===== config.mk =====
export PLATFORM = sky130hd
export DESIGN_NAME = serial_tx_sequencer
export DESIGN_NICKNAME = d
export VERILOG_FILES = /design/src/rtl/serial_pkg.sv /design/src/rtl/baud_tick_gen.sv /design/src/rtl/serial_tx_sequencer.sv
export SDC_FILE = /design/constraint.sdc
export NUM_CORES = 1
export LEC_CHECK = 0
export ABC_AREA = 1
export CAP_MARGIN = 20
export CORE_MARGIN = 3
export CORE_UTILIZATION = 39
export CTS_CLUSTER_DIAMETER = 50
export DETAILED_ROUTE_END_ITERATION = 10
export GPL_ROUTABILITY_DRIVEN = 0
export PLACE_DENSITY = 0.73
export SLEW_MARGIN = 10
export SYNTH_ARGS = -nofsm -noshare
export SYNTH_HDL_FRONTEND = slang
export SYNTH_SLANG_ARGS = --single-unit

===== constraint.sdc =====
create_clock -name clk -period 1.04 [get_ports clk]
set_input_delay 0.208 -clock clk [delete_from_list [all_inputs] [get_ports clk]]
set_output_delay 0.208 -clock clk [all_outputs]
set_load 0.005 [all_outputs]

===== src/rtl/serial_pkg.sv =====
// serial_pkg: shared state encoding and line-level constants for the serial transmitter.
package serial_pkg;

    typedef enum logic [1:0] {IDLE, START, DATA, STOP} tx_state_e;

    localparam logic LINE_IDLE  = 1'b1;
    localparam logic LINE_START = 1'b0;
    localparam logic LINE_STOP  = 1'b1;

endpackage


===== src/rtl/baud_tick_gen.sv =====
// baud_tick_gen: bit-period counter; tick marks the last clk of each period, held at zero while disabled.
module baud_tick_gen #(
    parameter int CLKS_PER_BIT = 16
) (
    input  logic clk,
    input  logic rst,
    input  logic enable,
    output logic tick
);

    localparam int CW = (CLKS_PER_BIT > 1) ? $clog2(CLKS_PER_BIT) : 1;
    localparam logic [CW-1:0] LAST = CW'(CLKS_PER_BIT - 1);

    logic [CW-1:0] r_cnt;

    assign tick = enable && (r_cnt == LAST);

    always_ff @(posedge clk or negedge rst) begin
        if (!rst)
            r_cnt <= '0;
        else if (!enable || tick)
            r_cnt <= '0;
        else
            r_cnt <= r_cnt + 1'b1;
    end

endmodule


===== src/rtl/serial_tx_sequencer.sv =====
// serial_tx_sequencer: frames words from an external LSB-first PISO into start/data/stop bits on tx_line.
module serial_tx_sequencer
    import serial_pkg::*;
#(
    parameter int WORD_LENGTH  = 8,
    parameter int CLKS_PER_BIT = 16,
    parameter int STOP_BITS    = 1
) (
    input  logic                   clk,
    input  logic                   rst,
    input  logic                   tx_valid,
    input  logic [WORD_LENGTH-1:0] tx_data,
    output logic                   tx_ready,
    output logic [WORD_LENGTH-1:0] piso_data,
    output logic                   piso_load,
    output logic                   piso_shift,
    input  logic                   piso_serial,
    output logic                   tx_line,
    output logic                   busy,
    output logic                   done
);

    localparam int STOP_CYCLES = STOP_BITS * CLKS_PER_BIT;
    localparam int BW = $clog2(WORD_LENGTH + 1);
    localparam int SW = (STOP_CYCLES > 1) ? $clog2(STOP_CYCLES) : 1;

    tx_state_e     r_state;
    tx_state_e     w_next;
    logic          w_tick;
    logic          w_last_bit;
    logic          w_stop_end;
    logic [BW-1:0] r_bit_cnt;
    logic [SW-1:0] r_stop_cnt;

    baud_tick_gen #(.CLKS_PER_BIT(CLKS_PER_BIT)) u_baud (
        .clk    (clk),
        .rst    (rst),
        .enable (r_state != IDLE),
        .tick   (w_tick)
    );

    assign w_last_bit = (r_bit_cnt == BW'(WORD_LENGTH - 1));
    assign w_stop_end = (r_stop_cnt == SW'(STOP_CYCLES - 1));
    assign piso_data  = tx_data;

    always_ff @(posedge clk or negedge rst) begin
        if (!rst)
            r_state <= IDLE;
        else
            r_state <= w_next;
    end

    always_comb begin
        w_next = r_state;
        unique case (r_state)
            IDLE:  w_next = tx_valid ? START : IDLE;
            START: w_next = w_tick ? DATA : START;
            DATA:  w_next = (w_tick && w_last_bit) ? STOP : DATA;
            STOP:  w_next = w_stop_end ? IDLE : STOP;
            default: w_next = IDLE;
        endcase
    end

    always_comb begin
        tx_ready   = (r_state == IDLE);
        busy       = !tx_ready;
        piso_load  = tx_ready && tx_valid;
        piso_shift = (r_state == DATA) && w_tick;
        done       = (r_state == STOP) && w_stop_end;
        tx_line    = (r_state == START) ? LINE_START :
                     (r_state == DATA)  ? piso_serial :
                     (r_state == STOP)  ? LINE_STOP : LINE_IDLE;
    end

    // The last data tick clears bit_cnt so STOP and the next frame start from zero.
    always_ff @(posedge clk or negedge rst) begin
        if (!rst)
            r_bit_cnt <= '0;
        else if (r_state != DATA)
            r_bit_cnt <= '0;
        else if (w_tick)
            r_bit_cnt <= w_last_bit ? '0 : r_bit_cnt + 1'b1;
    end

    always_ff @(posedge clk or negedge rst) begin
        if (!rst)
            r_stop_cnt <= '0;
        else if (r_state != STOP || w_stop_end)
            r_stop_cnt <= '0;
        else
            r_stop_cnt <= r_stop_cnt + 1'b1;
    end

endmodule

==> results.txt, run 1 <==
* Number of nets in the finished design: about 140
- Final worst path period need: 1460 ps
- Leading cell types in the layout, fill and taps excluded: 18 x sky130_fd_sc_hd__buf_4, 14 x sky130_fd_sc_hd__dfrtp_1, 12 x sky130_fd_sc_hd__buf_6, 10 x sky130_fd_sc_hd__nand2_1, 9 x sky130_fd_sc_hd__inv_1
- After detailed placement, the design holds a cell count of approximately 140.
* Worst slew margin relative to its limit: between 80% and 90%
- The clock drives 14 sinks.
* Post-detailed-placement half-perimeter wirelength: between 1000 and 1500 um
- Worst-skew pair later-pin latency: 280 ps
* Critical path type: reg -> out
- Maximum number of pins on one net before global-route repair: 15
- The number of antenna violations at the first check in global routing is 0.
- Unrepaired setup endpoints after global routing: yes
- Number of levels the H-tree was split into: 1
* Routed length on met3: approximately 90 um
- 0 antenna diodes ended up in the layout.
* Die W: about 50 um
- Global routing consumed, over all layers together, 17.4% of the routing resources.
- Setup violations remaining at the end of the flow were counted as 19.
- Vias after detailed routing: 715
* Clock Root Buffer: sky130_fd_sc_hd__clkbuf_4
- Leaving out fill and tap cells, the most frequent cell in the layout is sky130_fd_sc_hd__buf_4.
- Number of instances in the synthesized netlist: ~90
- Across the run, the number of max-cap violations was 0.
- Number of cells in the finished layout apart from fillers: about 150
- Layout area overhead: 60.5%
- Synth top area share: about 46%
- Averaged over all synthesized cells, the footprint is approximately 8.3 sq um.
* Worst setup slack before clock tree synthesis: -462 ps
- Total power for the finished layout comes to about 0.89 mW.
- Starting Density: roughly 43%
- Leading cell types by total area after synthesis: sky130_fd_sc_hd__dfrtp_1 46%, sky130_fd_sc_hd__nand2_1 8.8%, sky130_fd_sc_hd__buf_4 7.8%
* Longest Clk Path Bufs: 2
- Final standard cell area without fillers: around 1200 sq um
- After synthesis, flip-flops and latches occupy about 46% of the total area.
* Global route overflow: 0
- Count of routing violations after the opening detailed-route iteration: 9
- Count of state elements after synthesis: 14
- Met1 layer wirelength in the final routing: between 800 and 900 um
* Max FO, Critical Path: 3
- Summed over all cells, the static leakage comes to around 0.62 nW.
- The flow ran to the end, but the final reports show violations.
* Detailed Route WL: 2010 um
* Upper clock frequency limit: just under 700 MHz
* First-pass GRT wire length: 3330 um
- Final max-slew violation count: 0
* Hold buffer count at CTS: 0
- Worst setup margin: -425 ps
- Worst Setup End Kind: output port
* First-pass iteration count of the detailed router: 4
- In this run the remaining antenna-violating nets after routing total 0.
* Vias in the first global route: 765
* Netlist Area Pre-Place: approximately 770 sq um
- Clock-pin slew on the worst setup and hold paths: 80 ps
- # rows: 15
- Across the VDD grid, the largest voltage drop is a little over 0.8 mV.
- The floorplan step defined a die boundary enclosing around 2500 sq um.
* Path type of the worst min-delay path: in -> async
- Met2 wirelength from detailed routing: around 1100 um
- TritonCTS clock tree: built
- PD cells: between 700 and 800 nW/um^2
- The final number of hold-violating endpoints is 0.
* Distinct cell type count of the synthesized netlist: 19
- Of all cell types, the one taking the most synthesized area is sky130_fd_sc_hd__dfrtp_1.
- STA puts the critical path data arrival time at 1260 ps.
- Input and output buffers added on the ports amount to 9.
- Adding up every negative setup slack in the final design gives -3690 ps.
- Layout cells sized above 1: about 56%
- Violated checks: negative setup slack
* Top-level I/O count: 26
- Nets in the synthesized netlist: approximately 110
* Portion of the clock cycle consumed by the worst path in the final layout: 141%
- Clock skew on the completed layout was measured at ~2.6 ps.
- After detailed routing, the number of remaining DRC violations is 0.
- Data on the critical path is required at its endpoint by 830 ps.
- The floorplan step defined a core boundary enclosing about 1800 sq um.
- In the final routed layout, each cell accounts on average for about 13 um.
- Number of vias per cell after detailed routing: 4.80
* Die height: a little over 50 um
* Top sig layer: met4
* Critical Path Source Type: flop
- After detailed placement, the total cell area comes to 986 sq um.
- Pin slew with the least headroom to its limit: between 150 and 200 ps
- In this run, CTS created clock tree buffers numbering 3.
- Yosys printed 0 warnings.
[layer usage]
| layer | global-route usage [%] | up-vias |
|---|---|---|
| met5 | 0 | - |
| met2 | 33.0 | 15 |
| met1 | 19.8 | 356 |
| met3 | 3.26 | 3 |
| li1 | - | 341 |
| met4 | 4.04 | 0 |
[per-stage QoR]
step	hold slack, ps	utilization (%)
floorplan	-87.6	-
global placement	416	55.3
detailed placement	416	55.3
CTS	241	65.5
global route	245	69.1
finish	234	69.1
[critical path, stage by stage (launching register included)]
cell and delay (ps):
sky130_fd_sc_hd__dfrtp_1 420, sky130_fd_sc_hd__buf_6 140, sky130_fd_sc_hd__inv_4 60, sky130_fd_sc_hd__nand2_4 60, sky130_fd_sc_hd__o21bai_1 130, sky130_fd_sc_hd__inv_1 50
sky130_fd_sc_hd__buf_2 120
[state kept, by name (all words and copies together) (netlist names)]
register      count
r_state           2
u_baud.r_cnt      4
r_stop_cnt        4
r_bit_cnt         4
[cell usage after synthesis (all sizes together)]
| cell | number |
|---|---|
| nor2 | 16 |
| xnor2 | 2 |
| xor2 | 2 |
| nand3 | 7 |
| a21oi | 1 |
| nand2 | 20 |
| dfrtp | 14 |
| buf | 8 |
| ha | 3 |
| o21ai | 2 |
| nand4 | 2 |
| inv | 14 |
| o21bai | 1 |
[cells by family after synthesis]
family	Yosys count	share of synthesized area [%]
flops	14	45.7
simple gates	45	26.8
buf+inv	22	14.7
xor+xnor	4	4.57
compound gates	4	3.43
fa+ha+maj	3	4.89
[where the power goes]
part | total, mW | switching [mW] | internal [mW]
registers | 0.544 | 0 | 0.544
clock network | 0.312 | 0.177 | 0.134
logic | 0.0305 | 0.0157 | 0.0149
total | 0.886 | 0.193 | 0.693
[path summary, 6_finish.rpt]
| path | start | end | slack (ps) | cells after the start |
|---|---|---|---|---|
| max in group asynchronous | rst | r_stop_cnt[0] | 630 | 2 |
| setup reg to reg | r_state[0] | r_bit_cnt[3] | -260 | 10 |
| hold / removal | rst | u_baud.r_cnt[2] | 230 | 2 |
| setup / recovery | r_state[0] | tx_line | -420 | 6 |
| min in group clk | tx_data[4] | piso_data[4] | 420 | 0 |
| hold reg to reg | r_bit_cnt[3] | r_bit_cnt[3] | 530 | 2 |
[cell type report]
type,instances,area (sq um)
well taps,25,31.3
multi-input cells,56,444
inverters,14,62.6
repair buffers,37,320
flip-flops and latches,14,350
clock buffers,3,22.5
fillers,131,552
[what timing repair did]
action	4_1_cts	5_1_grt
buffers inserted	10	3
resized for setup	60	20
pin swaps	13	11
endpoints found under the setup margin	16	20
(Power assumes the default switching activity.)
==> run 2: changes to the inputs <==
--- a/config.mk
+++ b/config.mk
@@ -17,3 +17,4 @@
 export SYNTH_ARGS = -nofsm -noshare
 export SYNTH_HDL_FRONTEND = slang
 export SYNTH_SLANG_ARGS = --single-unit
+export TNS_END_PERCENT = 30
==> run 2 against run 1 <==
  * The run still ends with negative setup slack left
  * First-iteration DRC count is 89% higher
  * Sequential power hardly changed
  * Via count is 4.2% lower
  * Count of clock-buffer cells in the layout stayed put
  * Sequential share of layout area is 2.9 points higher
  * Worst setup slack better by 18 ps
==> results.txt, run 2 (same netlist as run 1, synthesis figures left out) <==
- The run finished, with violations left.
- Violated checks: negative setup slack
- Number of nets in the finished design: 140 (-0.71%)
* WP data required: 830 ps (about the same)
* Number of levels the H-tree was split into: 1 (unchanged)
- The largest fanout of any net on the critical path was 3 (unchanged).
* Clock Root Buffer: sky130_fd_sc_hd__clkbuf_4
- Met3 usage: 4.45% (+1.2 points)
- The maximum count of clock buffers along a single path is 2 (unchanged).
- The hold buffer count at CTS was 0 (unchanged).
- Biggest registers after layout: r_bit_cnt x4, r_stop_cnt x4, u_baud.r_cnt x4
- The remaining antenna violation count is 0 (unchanged).
- Count of routing violations after the opening detailed-route iteration: 17 (+8)
* Die W: 50.3 um (unchanged)
* Critical path type: reg -> out
- The initial core utilization came to 43.0% (unchanged).
* Met2 track utilization from global routing: 27.8% (-5.2 points)
- The largest net degree at the start of global routing was 15 (unchanged).
- Leakage power: 0.588 nW (-5.5%)
- After global routing, the most crowded layer is met2.
- Critical Path Source Type: flop
- The number of primary I/O pins is 26 (unchanged).
- Inserted Clock Buffers: 3 (unchanged)
* Global route overflow: 0 (unchanged)
* Pin slew with the least headroom to its limit: 182 ps (-9.38 ps)
- The number of antenna cells inserted is 0 (unchanged).
- The via count normalized by instance count came to 4.63 (-3.5%).
* Hold slack final: 240 ps (+5.26 ps)
- The library cell used most frequently in the layout, excluding fill and tap cells, is sky130_fd_sc_hd__buf_4.
* Number of violations of the max-capacitance limit: 0 (unchanged)
- Initial antenna violation count: 0 (unchanged)
- The final worst-path cycle share was 139% (-1.7 points).
- TritonCTS built the clock tree.
* Path type of the worst min-delay path: in -> async
* Worst setup margin: -407 ps (+17.7 ps)
* Final max-slew violation count: 0 (unchanged)
- Final setup skew: 1.63 ps (-0.980 ps)
- Layout cells sized above 1: 50.4% (-6.0 points)
- The total die area is 2530 sq um (unchanged).
* Final worst path period need: 1450 ps (-17.7 ps)
* Leading cell types in the layout, fill and taps excluded: 24 x sky130_fd_sc_hd__buf_4, 14 x sky130_fd_sc_hd__dfrtp_1, 12 x sky130_fd_sc_hd__nand2_1, 10 x sky130_fd_sc_hd__nor2_1, 9 x sky130_fd_sc_hd__inv_1
- Die height: 50.3 um (unchanged)
- Max rail drop VDD: 0.840 mV (+1.3%)
- Met1 layer usage reported by global route: 17.9% (-1.8 points)
- The total of fill cells in the finished design came to 141 (+7.6%).
- The total of buffers placed on input and output ports is 9 (unchanged).
- The achievable clock frequency was 691 MHz (+1.2%).
- Worst-skew pair later-pin latency: 280 ps (about the same)
- The data arrival time at the worst-slack endpoint is 1240 ps (-20 ps).
- The cell row count was 15 (unchanged).
* Average wire per standard cell: 12.5 um (-7.5%)
- Clock-pin slew on the worst setup and hold paths: 80 ps (about the same)
- The total iterations of the first detailed-routing run is 4 (unchanged).
* Detailed Route WL: 1850 um (-8.1%)
- The via count came to 685 (-4.2%).
* Clock net sink count: 14 (unchanged)
- Setup repair after global routing could not meet its margin everywhere.
- The wire length of the first global-routing pass came to 3070 um (-7.7%).
- PD cells: 787 nW/um^2 (+9.3%)
- Worst Setup End Kind: output port
- Area inside the core boundary: 1780 sq um (unchanged)
- The final number of hold-violating endpoints was 0 (unchanged).
- Total power: 0.878 mW (-0.94%)
- GRT Overall Usage: 15.8% (-1.6 points)
- Worst slew margin relative to its limit: 87.8% (+0.54 points)
* Number of setup violations in the final report: 19 (unchanged)
* Post-detailed-placement half-perimeter wirelength: 1200 um (unchanged)
- The post-detailed-route DRC marker count is 0 (unchanged).
- From synthesis to final layout, the design area changed by 45.5%.
- The via count of the first global-routing pass is 735 (-3.9%).
[run 2: cell count changes in the layout (fill, tap and decap cells not counted), moves of 2 or more]
cell	change
sky130_fd_sc_hd__inv_4	-2
sky130_fd_sc_hd__buf_6	-8
sky130_fd_sc_hd__nand2_1	+2
sky130_fd_sc_hd__nor2_4	-2
sky130_fd_sc_hd__buf_4	+6
sky130_fd_sc_hd__inv_2	+2
sky130_fd_sc_hd__nor2_1	+3
[run 2: cell type report]
| cell class | instances | area (sq um) | area share (%) |
|---|---|---|---|
| well taps | 25 | 31.3 | 2.80 |
| clock buffers | 3 | 22.5 | 2.02 |
| repair buffers | 36 | 280 | 25.1 |
| flip-flops and latches | 14 | 350 | 31.4 |
| multi-input cells | 56 | 374 | 33.5 |
| inverters | 14 | 57.6 | 5.16 |
[run 2: per-layer routing]
| metal | part of all wire (%) | up-vias |
|---|---|---|
| met3 | 5.5 | 6 |
| met2 | 55 | 16 |
| li1 | - | 338 |
| met1 | 38 | 325 |
| met4 | 1.9 | 0 |
| met5 | 0 | - |
[run 2: path summary, 6_finish.rpt]
kind	start	to	slack [ps]	cells after the start
max	r_state[0]	tx_line	-410	6
min	rst	r_bit_cnt[1]	240	2
max reg2reg	r_state[0]	r_state[0]	-180	7
min reg2reg	r_stop_cnt[0]	r_stop_cnt[0]	530	2
max in group asynchronous	rst	r_stop_cnt[2]	630	2
min in group clk	tx_data[4]	piso_data[4]	420	0
[run 2: per-stage QoR]
step	worst slack [ps]	instances	TNS, ps	area [sq um]	util, %
after detailed placement	-462	139	-3610	986	55.3
final	-407	148	-3470	1120	62.6
after CTS	-411	147	-2660	1070	60.2
after global routing	-486	148	-4580	1120	62.6
after floorplan	6.77	92	0	767	-
after global placement	-434	139	-3260	986	55.3
[run 2: repair_timing]
| item | 4_1_cts | 5_1_grt |
|---|---|---|
| setup buffers | 6 | 1 |
| setup endpoints to repair | 16 | 20 |
| resized for setup | 44 | 8 |
| pin swaps | 10 | 2 |
[run 2: where the power goes]
| part | internal [mW] | total (mW) | switching [mW] |
|---|---|---|---|
| registers | 0.544 | 0.544 | 0 |
| logic | 0.0147 | 0.0293 | 0.0146 |
| clock network | 0.134 | 0.305 | 0.171 |
[run 2: worst max-delay path, cell delays in order (launching register included)]
cell                       delay, ps
sky130_fd_sc_hd__dfrtp_1         410
sky130_fd_sc_hd__buf_6           140
sky130_fd_sc_hd__inv_4            60
sky130_fd_sc_hd__nand2_4          60
sky130_fd_sc_hd__o21bai_1        120
sky130_fd_sc_hd__inv_1            50
sky130_fd_sc_hd__buf_2           120
